--- src/rtl/mem_access_unit_pkg.sv ---
`default_nettype none
// ============================================================================
// Module   : mem_access_unit_pkg
// Purpose  : Shared RAM command encodings and access-FSM state encoding.
//            Imported by the memory access unit and the CPU controller so
//            that both sides agree on the bus command values.
// Revision : 1.0  initial release
// ============================================================================
package mem_access_unit_pkg;

   // RAM command encodings driven on mem_cmd
   localparam logic [1:0] MNONE  = 2'b00;
   localparam logic [1:0] MREAD  = 2'b01;
   localparam logic [1:0] MWRITE = 2'b10;

   // Access sequencer states
   typedef enum logic [2:0] {
      S_IDLE    = 3'd0,
      S_RD_ADDR = 3'd1,
      S_RD_WAIT = 3'd2,
      S_WR      = 3'd3,
      S_DONE    = 3'd4
   } state_t;

endpackage : mem_access_unit_pkg
`default_nettype wire

--- src/rtl/mem_access_unit_if.sv ---
`default_nettype none
// ============================================================================
// Module   : mem_access_unit_if
// Purpose  : RAM-side bus between the memory access unit and the RAM.
// Ports    : mem_addr  - RAM address            (master -> slave)
//            mem_cmd   - MNONE / MREAD / MWRITE (master -> slave)
//            mem_wdata - store data             (master -> slave)
//            mem_rdata - read data, one cycle after a read address
//                                               (slave -> master)
// Revision : 1.0  initial release
// ============================================================================
interface mem_access_unit_if #(
   parameter int AW = 9,
   parameter int DW = 16
);
   logic [AW-1:0] mem_addr;
   logic [1:0]    mem_cmd;
   logic [DW-1:0] mem_wdata;
   logic [DW-1:0] mem_rdata;

   modport master (
      output mem_addr,
      output mem_cmd,
      output mem_wdata,
      input  mem_rdata
   );

   modport slave (
      input  mem_addr,
      input  mem_cmd,
      input  mem_wdata,
      output mem_rdata
   );
endinterface : mem_access_unit_if
`default_nettype wire

--- src/rtl/mem_access_unit_pc_reg.sv ---
`default_nettype none
// ============================================================================
// Module   : pc_reg
// Purpose  : AW-bit program counter with synchronous reset, load and
//            increment. Load has priority over increment; increment wraps
//            modulo 2^AW.
// Ports    : clk, reset - clock and synchronous active-high reset
//            load_i     - load pc_i
//            inc_i      - add one (ignored when load_i is set)
//            pc_i       - load value
//            pc_o       - current PC
// Revision : 1.0  initial release
// ============================================================================
module pc_reg #(
   parameter int AW = 9
) (
   input  wire logic          clk,
   input  wire logic          reset,
   input  wire logic          load_i,
   input  wire logic          inc_i,
   input  wire logic [AW-1:0] pc_i,
   output logic      [AW-1:0] pc_o
);
   logic [AW-1:0] pc_q;
   logic [AW-1:0] pc_d;

   always_comb begin
      pc_d = pc_q;
      if (load_i) begin
         pc_d = pc_i;
      end else if (inc_i) begin
         pc_d = pc_q + 1'b1;   // natural AW-bit overflow gives the wrap
      end
   end

   always_ff @(posedge clk) begin
      if (reset) begin
         pc_q <= '0;
      end else begin
         pc_q <= pc_d;
      end
   end

   assign pc_o = pc_q;
endmodule : pc_reg
`default_nettype wire

--- src/rtl/mem_access_unit.sv ---
`default_nettype none
// ============================================================================
// Module   : mem_access_unit
// Purpose  : Sequences single RAM reads and writes for a small CPU and holds
//            the program counter. A request is accepted only in IDLE; the
//            address and store data are latched at acceptance so later input
//            changes cannot disturb the access in flight.
// Ports    : clk, reset     - clock, synchronous active-high reset
//            data_addr_in   - data address source
//            pc_in, load_pc, inc_pc - PC load value and controls
//            req, req_write, addr_sel, write_data - access request
//            mem            - RAM bus (master side)
//            read_data      - last captured read word
//            pc_out         - current PC
//            busy, done     - not-IDLE flag, completion pulse
// Revision : 1.0  initial release
// ============================================================================
module mem_access_unit
   import mem_access_unit_pkg::*;
#(
   parameter int AW = 9,
   parameter int DW = 16
) (
   input  wire logic          clk,
   input  wire logic          reset,
   input  wire logic [AW-1:0] data_addr_in,
   input  wire logic [AW-1:0] pc_in,
   input  wire logic          load_pc,
   input  wire logic          inc_pc,
   input  wire logic          req,
   input  wire logic          req_write,
   input  wire logic          addr_sel,
   input  wire logic [DW-1:0] write_data,
   mem_access_unit_if.master  mem,
   output logic      [DW-1:0] read_data,
   output logic      [AW-1:0] pc_out,
   output logic               busy,
   output logic               done
);
   state_t        state_q;
   state_t        state_d;
   logic [AW-1:0] addr_q;
   logic [DW-1:0] wdata_q;
   logic [DW-1:0] rdata_q;
   logic          accept_w;
   logic [1:0]    cmd_w;

   // ---------------------------------------------------------------------
   // Program counter: updates every cycle regardless of the sequencer
   // ---------------------------------------------------------------------
   pc_reg #(
      .AW (AW)
   ) u_pc_reg (
      .clk    (clk),
      .reset  (reset),
      .load_i (load_pc),
      .inc_i  (inc_pc),
      .pc_i   (pc_in),
      .pc_o   (pc_out)
   );

   // ---------------------------------------------------------------------
   // Sequencer: state register
   // ---------------------------------------------------------------------
   always_ff @(posedge clk) begin
      if (reset) begin
         state_q <= S_IDLE;
      end else begin
         state_q <= state_d;
      end
   end

   // ---------------------------------------------------------------------
   // Sequencer: next state and command
   // ---------------------------------------------------------------------
   always_comb begin
      state_d  = state_q;
      cmd_w    = MNONE;
      accept_w = 1'b0;
      case (state_q)
         S_IDLE: begin
            if (req) begin
               accept_w = 1'b1;
               state_d  = req_write ? S_WR : S_RD_ADDR;
            end
         end
         S_RD_ADDR: begin
            cmd_w   = MREAD;
            state_d = S_RD_WAIT;
         end
         S_RD_WAIT: begin
            // Address stays up so the RAM output is stable for the capture
            cmd_w   = MREAD;
            state_d = S_DONE;
         end
         S_WR: begin
            cmd_w   = MWRITE;
            state_d = S_DONE;
         end
         S_DONE: begin
            state_d = S_IDLE;
         end
         default: begin
            state_d = S_IDLE;
         end
      endcase
   end

   // ---------------------------------------------------------------------
   // Datapath: request latch and read capture
   // pc_out is the registered PC, so a same-cycle PC update is not seen
   // by the latch.
   // ---------------------------------------------------------------------
   always_ff @(posedge clk) begin
      if (reset) begin
         addr_q  <= '0;
         wdata_q <= '0;
         rdata_q <= '0;
      end else begin
         if (accept_w) begin
            addr_q  <= addr_sel ? pc_out : data_addr_in;
            wdata_q <= write_data;
         end
         if (state_q == S_RD_WAIT) begin
            rdata_q <= mem.mem_rdata;
         end
      end
   end

   assign mem.mem_addr  = addr_q;
   assign mem.mem_wdata = wdata_q;
   assign mem.mem_cmd   = cmd_w;
   assign read_data     = rdata_q;
   assign busy          = (state_q != S_IDLE);
   assign done          = (state_q == S_DONE);
endmodule : mem_access_unit
`default_nettype wire
--- src/flat_wrapper.sv ---
// flat-port wrapper written by rule: the top's interface ports become plain ports
module mem_access_unit_flat import mem_access_unit_pkg::*;
#(
   parameter int AW = 9,
   parameter int DW = 16
)
  (clk, reset, data_addr_in, pc_in, load_pc, inc_pc, req, req_write, addr_sel, write_data, read_data, pc_out, busy, done, mem_mem_addr, mem_mem_cmd, mem_mem_wdata, mem_mem_rdata);
  mem_access_unit_if #(.AW(AW), .DW(DW)) mem_i ();
  input  wire logic clk;
  input  wire logic reset;
  input  wire logic [AW-1:0] data_addr_in;
  input  wire logic [AW-1:0] pc_in;
  input  wire logic load_pc;
  input  wire logic inc_pc;
  input  wire logic req;
  input  wire logic req_write;
  input  wire logic addr_sel;
  input  wire logic [DW-1:0] write_data;
  output logic      [DW-1:0] read_data;
  output logic      [AW-1:0] pc_out;
  output logic busy;
  output logic done;
  output wire logic [$bits(mem_i.mem_addr)-1:0] mem_mem_addr;
  output wire logic [$bits(mem_i.mem_cmd)-1:0] mem_mem_cmd;
  output wire logic [$bits(mem_i.mem_wdata)-1:0] mem_mem_wdata;
  input wire logic [$bits(mem_i.mem_rdata)-1:0] mem_mem_rdata;
  assign mem_mem_addr = mem_i.mem_addr;
  assign mem_mem_cmd = mem_i.mem_cmd;
  assign mem_mem_wdata = mem_i.mem_wdata;
  assign mem_i.mem_rdata = mem_mem_rdata;
  mem_access_unit #(.AW(AW), .DW(DW)) u_core (.clk(clk), .reset(reset), .data_addr_in(data_addr_in), .pc_in(pc_in), .load_pc(load_pc), .inc_pc(inc_pc), .req(req), .req_write(req_write), .addr_sel(addr_sel), .write_data(write_data), .mem(mem_i), .read_data(read_data), .pc_out(pc_out), .busy(busy), .done(done));
endmodule
--- config.mk ---
export PLATFORM = sky130hd
export DESIGN_NAME = mem_access_unit_flat
export DESIGN_NICKNAME = d
export VERILOG_FILES = /design/src/rtl/mem_access_unit_pkg.sv /design/src/rtl/mem_access_unit_if.sv /design/src/rtl/mem_access_unit_pc_reg.sv /design/src/rtl/mem_access_unit.sv /design/src/flat_wrapper.sv
export SDC_FILE = /design/constraint.sdc
export NUM_CORES = 1
export LEC_CHECK = 0
export CAP_MARGIN = 20
export CORE_MARGIN = 2
export CORE_UTILIZATION = 45
export DETAILED_ROUTE_END_ITERATION = 16
export DONT_BUFFER_PORTS = 1
export SLEW_MARGIN = 20
export SYNTH_ARGS = -nofsm -noshare
export SYNTH_HDL_FRONTEND = slang
export SYNTH_SLANG_ARGS = --single-unit
--- constraint.sdc ---
create_clock -name clk -period 1.65 [get_ports clk]
set_input_delay 0.33 -clock clk [delete_from_list [all_inputs] [get_ports clk]]
set_output_delay 0.33 -clock clk [all_outputs]
set_load 0.02 [all_outputs]
==> metrics.md, run 1 <==
| Metric | Value |
|---|---|
| Die Wd | `74.0 um` |
| Fmax | `roughly 630 MHz` |
| CP max stage cell | `or3_1` |
| Post-synthesis sequential area ratio | `0.481` |
| CTS H-tree depth | `2` |
| Worst hold endpoint | `u_core.read_data[11]` |
| Initial drt markers | `69` |
| Fin area | `approximately 2400 sq um` |
| Final setup viols | `0` |
| DR vias/cell | `~5.3` |
| Pwr Density | `roughly 1100 nW/um^2` |
| Drt wl/cell | `14.7 um` |
| Status | `finished, final reports clean` |
| Syn avg cell area | `8.72 sq um` |
| Fin Setup TNS | `0 ns` |
| Final Core Density | `0.500` |
| Worst setup SP type | `flop` |
| CP Capture Type | `output pin` |
| Crit path from | `u_core.state_q[1]` |
| RSZ-0062 raised after global routing | `false` |
| Data required, critical path | `between 1 and 1.5 ns` |
| R2R setup slack | `0.27 ns` |
| Share of cells above drive strength 1 | `0.111` |
| Max Cap Viol | `0` |
| Port bufs | `0` |
| Total GRT Usage | `0.173` |
| Mapped Area | `around 2200 sq um` |
| Slew Limit Headroom | `0.735` |
| Synth Warn # | `0` |
| Placement Cell Area | `~2200 sq um` |
| Clk root buf | `clkbuf_8` |
| Post-CTS setup buffers | `0` |
| Leak | `roughly 0.88 nW` |
| Slew Limit Fails | `0` |
| Seq cells post-synth | `53` |
| Slew of the pin with the lowest slew margin | `slightly below 0.4 ns` |
| Sw Pwr | `around 0.00076 W` |
| Clock-pin slew on the worst setup and hold paths | `0.10 ns` |
| Post-Syn Nets | `around 310` |
| Vias in the first global route | `1586` |
| Residual DRC count | `0` |
| Hold Crit Class | `input port to flop` |
| Most common cell after layout, fill and taps aside | `nand2_1` |
| CTS buffer count | `5` |
| IO Pins | `between 100 and 150` |
| Row cnt | `25` |
| Clock Path Buffers | `2` |
| NumNets Final | `310` |
| CTS Hold Buffers Added | `0` |
| Number of antenna violations at the first check in global routing | `0` |
| Gate power share | `0.111` |
| Hold path start | `reset` |
| CP cell instances | `buf_4 > or3_1` |
| Peak VDD IR | `between 0.0005 and 0.0006 V` |
| Sequential Power Share | `0.563` |
| Full die area | `around 5500 sq um` |
| Commonest non-fill, non-tap cells in the layout | `nand2_1, dfxtp_1, a21oi_1` |
| Switching share of total power | `0.280` |
| Synth-to-Final Area Change | `7.15%` |
| Starting Density | `0.467` |
| Hold path cells | `1` |
| Later-pin clock latency in the skew report | `around 0.30 ns` |
| Buffers and inverters on the worst path | `1` |
| CTS tree | `yes` |
| Reg2reg start | `u_core.state_q[0]` |
| TritonRoute pass-1 iters | `4` |
| Max Clock Skew | `approximately 0.0092 ns` |
| DR vias | `roughly 1700` |
| Arr. time, crit path | `1.26 ns` |
| Syn Inst Count | `between 200 and 300` |
| Reg2Reg Capture Point | `u_core.read_data[4]` |
| Final antenna-violating net count | `0` |
| Yosys cell types | `36` |
| Worst-path maximum fanout | `7` |
| Internal power | `0.00195 W` |
| Tmin final | `roughly 1.6 ns` |
| Clock Power Share | `0.326` |
| CTS Sinks | `53` |
| Drt total wl | `4700 um` |
| GPL Wtd Cong | `about 0.74` |
| WS Path Type | `flop to output pin` |
| Delay-heaviest family, CP | `simple AND/OR/NAND/NOR gates` |
| GRT overflow | `0` |
| Slowest cell delay on critical path | `roughly 0.42 ns` |
| Final period util | `0.962` |
| DIE HEIGHT | `74.0 um` |
| First-pass GRT wire length | `7360 um` |
| Final Hold Fails | `0` |
| Pin count of the biggest net entering global routing | `54` |
| Ant diodes | `0` |
| Detailed Place HPWL | `~3400 um` |
| Core box area | `4720 sq um` |
| R2R cell count | `3` |
==> repair_timing <==
action	4_1_cts	5_1_grt
pin swaps	0	0
resized for setup	1	1
endpoints found under the setup margin	1	2
==> sequential cells by signal (all words and copies together), names as in the netlist <==
| register | count |
|---|---|
| u_core.state_q | 3 |
| u_core.u_pc_reg.pc_o | 9 |
| u_core.mem.mem_addr | 9 |
| u_core.read_data | 16 |
| u_core.mem.mem_wdata | 16 |
==> cell type report <==
type	instances	area (sq um)
inverter	2	7.51
clock buffer	5	68.8
tap	67	83.8
clock inverter	3	43.8
fill	484	2360
sequential	53	1060
multi-input combinational	178	1010
timing repair buffer	12	90.1
==> cells by family after synthesis <==
kind of cell	Yosys count	synth area share
buffers and inverters	22	0.0635
AND/OR/NAND/NOR	106	0.224
adder cells (fa/ha/maj)	1	0.00567
XOR/XNOR	5	0.0199
multiplexers	11	0.0499
flip-flops	53	0.481
AO/OA/AOI/OAI	55	0.156
==> power by group through the flow <==
stage	sequential [W]	clock, W	combinational (W)
final	0.00153	0.000883	0.000302
after global routing	0.00154	0.000954	0.000344
after CTS	0.00153	0.000906	0.000306
after detailed placement	0.00156	0	0.000304
after global placement	0.00156	0	0.000299
after floorplan	0.00155	0	0.000276
==> how the worst max path moves through the flow <==
stage	to	slack, ns	cells past startpoint
after global routing	busy	0.01	2
after detailed placement	u_core.read_data[3]	0.25	3
after floorplan	u_core.u_pc_reg.pc_o[8]	0.17	4
final	busy	0.06	2
after global placement	u_core.read_data[10]	0.27	3
after CTS	done	0.01	2
==> synthesized netlist by cell type, drive strengths merged <==
master,count,area share
a2111oi,1,0.0040
a211oi,14,0.052
a21oi,33,0.075
a221oi,1,0.0040
a311o,1,0.0045
a311oi,3,0.012
and2,1,0.0028
and3,1,0.0028
and3b,1,0.0040
and4,2,0.0079
buf,11,0.044
clkbuf,9,0.016
dfxtp,53,0.48
ha,1,0.0057
inv,2,0.0034
mux2i,11,0.050
nand2,65,0.11
nand3,2,0.0045
nand4,4,0.011
nor2,19,0.032
nor2b,1,0.0028
nor3b,3,0.012
nor4,1,0.0028
nor4b,1,0.011
o21ai,2,0.0045
or3,3,0.0085
or3b,1,0.0040
or4b,1,0.0062
xnor2,2,0.0079
xor2,3,0.012
==> metrics by stage <==
step / worst slack, ns / cells / hold WS (ns) / total power [W]
6_report: 0.0620 / 320 / 0.0843 / 0.00271
4_1_cts: 0.0127 / 320 / 0.0707 / 0.00274
5_1_grt: 0.00971 / 320 / 0.0558 / 0.00284
3_5_place_dp: 0.254 / 312 / 0.404 / 0.00186
3_3_place_gp: 0.272 / 312 / 0.403 / 0.00186
2_1_floorplan: 0.169 / 253 / 0.444 / 0.00183
==> routing by layer <==
layer / GRT usage / wire [um] / vias to the layer above
met5: 0 / 0 / -
met4: 0.0606 / 44 / 0
met2: 0.272 / 2180 / 66
li1: - / - / 867
met3: 0.0705 / 482 / 5
met1: 0.216 / 1990 / 752
(Power assumes the default switching activity.)
==> run 2: changes to the inputs <==
CTS_BUF_LIST = sky130_fd_sc_hd__clkbuf_16   (was default)
RECOVER_POWER = 100   (was default)
clock period = 1.97 ns   (was 1.65 ns; I/O delays follow)
==> run 2 against run 1 <==
Against the previous run:
- clock-buffer cell count unchanged
- sequential power is 16% lower
- final area fell by 2.4%
- worst hold slack better by 0.090 ns
- via count decreased by 2.0%
- routed wire length is 0.70% lower
- total power is 15% lower
- cell count is 1.9% lower
- non-clock buffer count down 5
- critical endpoint is now done
- largest power group unchanged
- highest routed layer unchanged
==> metrics.md, run 2 (synthesis results as in run 1) <==
| Metric | Value |
|---|---|
| Sequential Power Share | `0.557 (-0.006)` |
| Switching share of total power | `0.269 (-0.0114)` |
| DR vias | `1657 (-2.0%)` |
| CTS tree | `yes` |
| Die Wd | `74.0 um (unchanged)` |
| WS Path Type | `flop to output pin` |
| Synth-to-Final Area Change | `4.54%` |
| Starting Density | `0.467 (unchanged)` |
| NumNets Final | `305 (-1.6%)` |
| Overall power | `0.00231 W (-15%)` |
| Status | `finished, final reports clean` |
| Leak | `0.837 nW (-4.9%)` |
| Hold path cells | `1 (unchanged)` |
| Initial drt markers | `62 (-10%)` |
| DIE HEIGHT | `74.0 um (unchanged)` |
| Vias in the first global route | `1510 (-4.8%)` |
| Pin count of the biggest net entering global routing | `54 (unchanged)` |
| Max Clock Skew | `0.00514 ns (-0.00408 ns)` |
| Multi-input logic area | `986 sq um (-2.1%)` |
| Number of antenna violations at the first check in global routing | `0 (unchanged)` |
| FF/Latch Area | `1060 sq um (-0.12%)` |
| Core box area | `4720 sq um (unchanged)` |
| CTS buffer count | `5 (unchanged)` |
| CTS Hold Buffers Added | `0 (unchanged)` |
| IO Pins | `111 (unchanged)` |
| Worst setup SP type | `flop` |
| Ant diodes | `0 (unchanged)` |
| Later-pin clock latency in the skew report | `0.28 ns (-0.02 ns)` |
| Final setup viols | `0 (unchanged)` |
| Fin Setup TNS | `0 ns (unchanged)` |
| CTS H-tree depth | `2 (unchanged)` |
| Post-CTS setup buffers | `0 (unchanged)` |
| GPL Wtd Cong | `0.718 (-2.4%)` |
| Arr. time, crit path | `1.25 ns (about the same)` |
| Final antenna-violating net count | `0 (unchanged)` |
| Gate power share | `0.095 (-0.016)` |
| GRT overflow | `0 (unchanged)` |
| CTS Sinks | `53 (unchanged)` |
| Drt wl/cell | `14.9 um (+1.2%)` |
| DR vias/cell | `5.28 (about the same)` |
| Filler cell count | `484 (unchanged)` |
| Drt total wl | `4670 um (-0.70%)` |
| Fmax | `about 610 MHz` |
| Port bufs | `0 (unchanged)` |
| First-pass GRT wire length | `7070 um (-4.0%)` |
| Max Cap Viol | `0 (unchanged)` |
| R2R cell count | `4 (+1)` |
| RSZ-0062 raised after global routing | `false` |
| Data required, critical path | `1.58 ns (+0.26 ns)` |
| Row cnt | `25 (unchanged)` |
| Total GRT Usage | `0.165 (-0.00814)` |
| Hold Crit Class | `input port to flop` |
| Clock-pin slew on the worst setup and hold paths | `0.06 ns (-0.04 ns)` |
| CTS-repair resized insts | `0 (-1)` |
| Clk root buf | `clkbuf_16` |
| Most common cell after layout, fill and taps aside | `nand2_1` |
| Commonest non-fill, non-tap cells in the layout | `nand2_1, dfxtp_1, a21oi_1` |
| Full die area | `5480 sq um (unchanged)` |
| Detailed Place HPWL | `3240 um (-3.3%)` |
| Share of cells above drive strength 1 | `0.0486 (-0.0621)` |
| Pwr Density | `1000 nW/um^2 (-13%)` |
| Clock Power Share | `0.348 (+0.022)` |
| Clock Path Buffers | `2 (unchanged)` |
| Internal power | `0.00169 W (-13%)` |
| Peak VDD IR | `0.000359 V (-38%)` |
| Final Hold Fails | `0 (unchanged)` |
| Sw Pwr | `0.000621 W (-18%)` |
| Final period util | `0.837` |
| CP Capture Type | `output pin` |
| Slew of the pin with the lowest slew margin | `0.543 ns (+0.145 ns)` |
| Slew Limit Fails | `0 (unchanged)` |
| Residual DRC count | `0 (unchanged)` |
| TritonRoute pass-1 iters | `4 (unchanged)` |
| Worst-path maximum fanout | `10 (+3)` |
| WHS | `0.174 ns (+0.0899 ns)` |
| Slew Limit Headroom | `0.638 (-0.0967)` |
| Tmin final | `approximately 1.6 ns` |
run 2: cell type report:
| cell class | instances | area share |
|---|---|---|
| clock buffers | 5 | 0.0543 |
| well taps | 67 | 0.0364 |
| inverters | 2 | 0.00326 |
| repair buffers | 7 | 0.0152 |
| clock inverters | 2 | 0.00326 |
| flip-flops and latches | 53 | 0.460 |
| multi-input cells | 178 | 0.428 |
run 2: power by group through the flow:
stage	clock, W	sequential (W)	combinational (W)
floorplan	0	0.00130	0.000231
global placement	0	0.00131	0.000228
detailed placement	0	0.00132	0.000232
CTS	0.000836	0.00129	0.000233
global route	0.000872	0.00130	0.000248
finish	0.000804	0.00129	0.000219
run 2: final timing paths:
kind,slack [ns],to,start
hold / removal,0.17,u_core.read_data[14],reset
setup / recovery,0.32,done,u_core.state_q[2]
hold reg to reg,0.55,u_core.mem.mem_wdata[5],u_core.mem.mem_wdata[5]
setup reg to reg,0.37,u_core.mem.mem_addr[7],u_core.state_q[2]
run 2: worst max-delay path: stages, from the launching register on:
cell and delay [ns]:
dfxtp_1 0.50, nor3b_1 0.21, clkbuf_1 0.26
run 2: per-stage QoR:
stage	std cells	utilization	area, sq um	setup slack, ns
2_1_floorplan	253	-	2210	0.489
6_report	314	0.488	2310	0.322
5_1_grt	314	0.488	2310	0.138
3_5_place_dp	307	0.468	2210	0.482
3_3_place_gp	307	0.468	2210	0.508
4_1_cts	314	0.496	2340	0.283
run 2: layer usage:
layer	part of all wire	global-route usage	vias to the layer above	wire, um
li1	-	-	854	-
met1	0.44	0.200	736	2030
met5	0	0	-	0
met3	0.088	0.0528	5	410
met2	0.47	0.276	62	2170
met4	0.010	0.0606	0	47
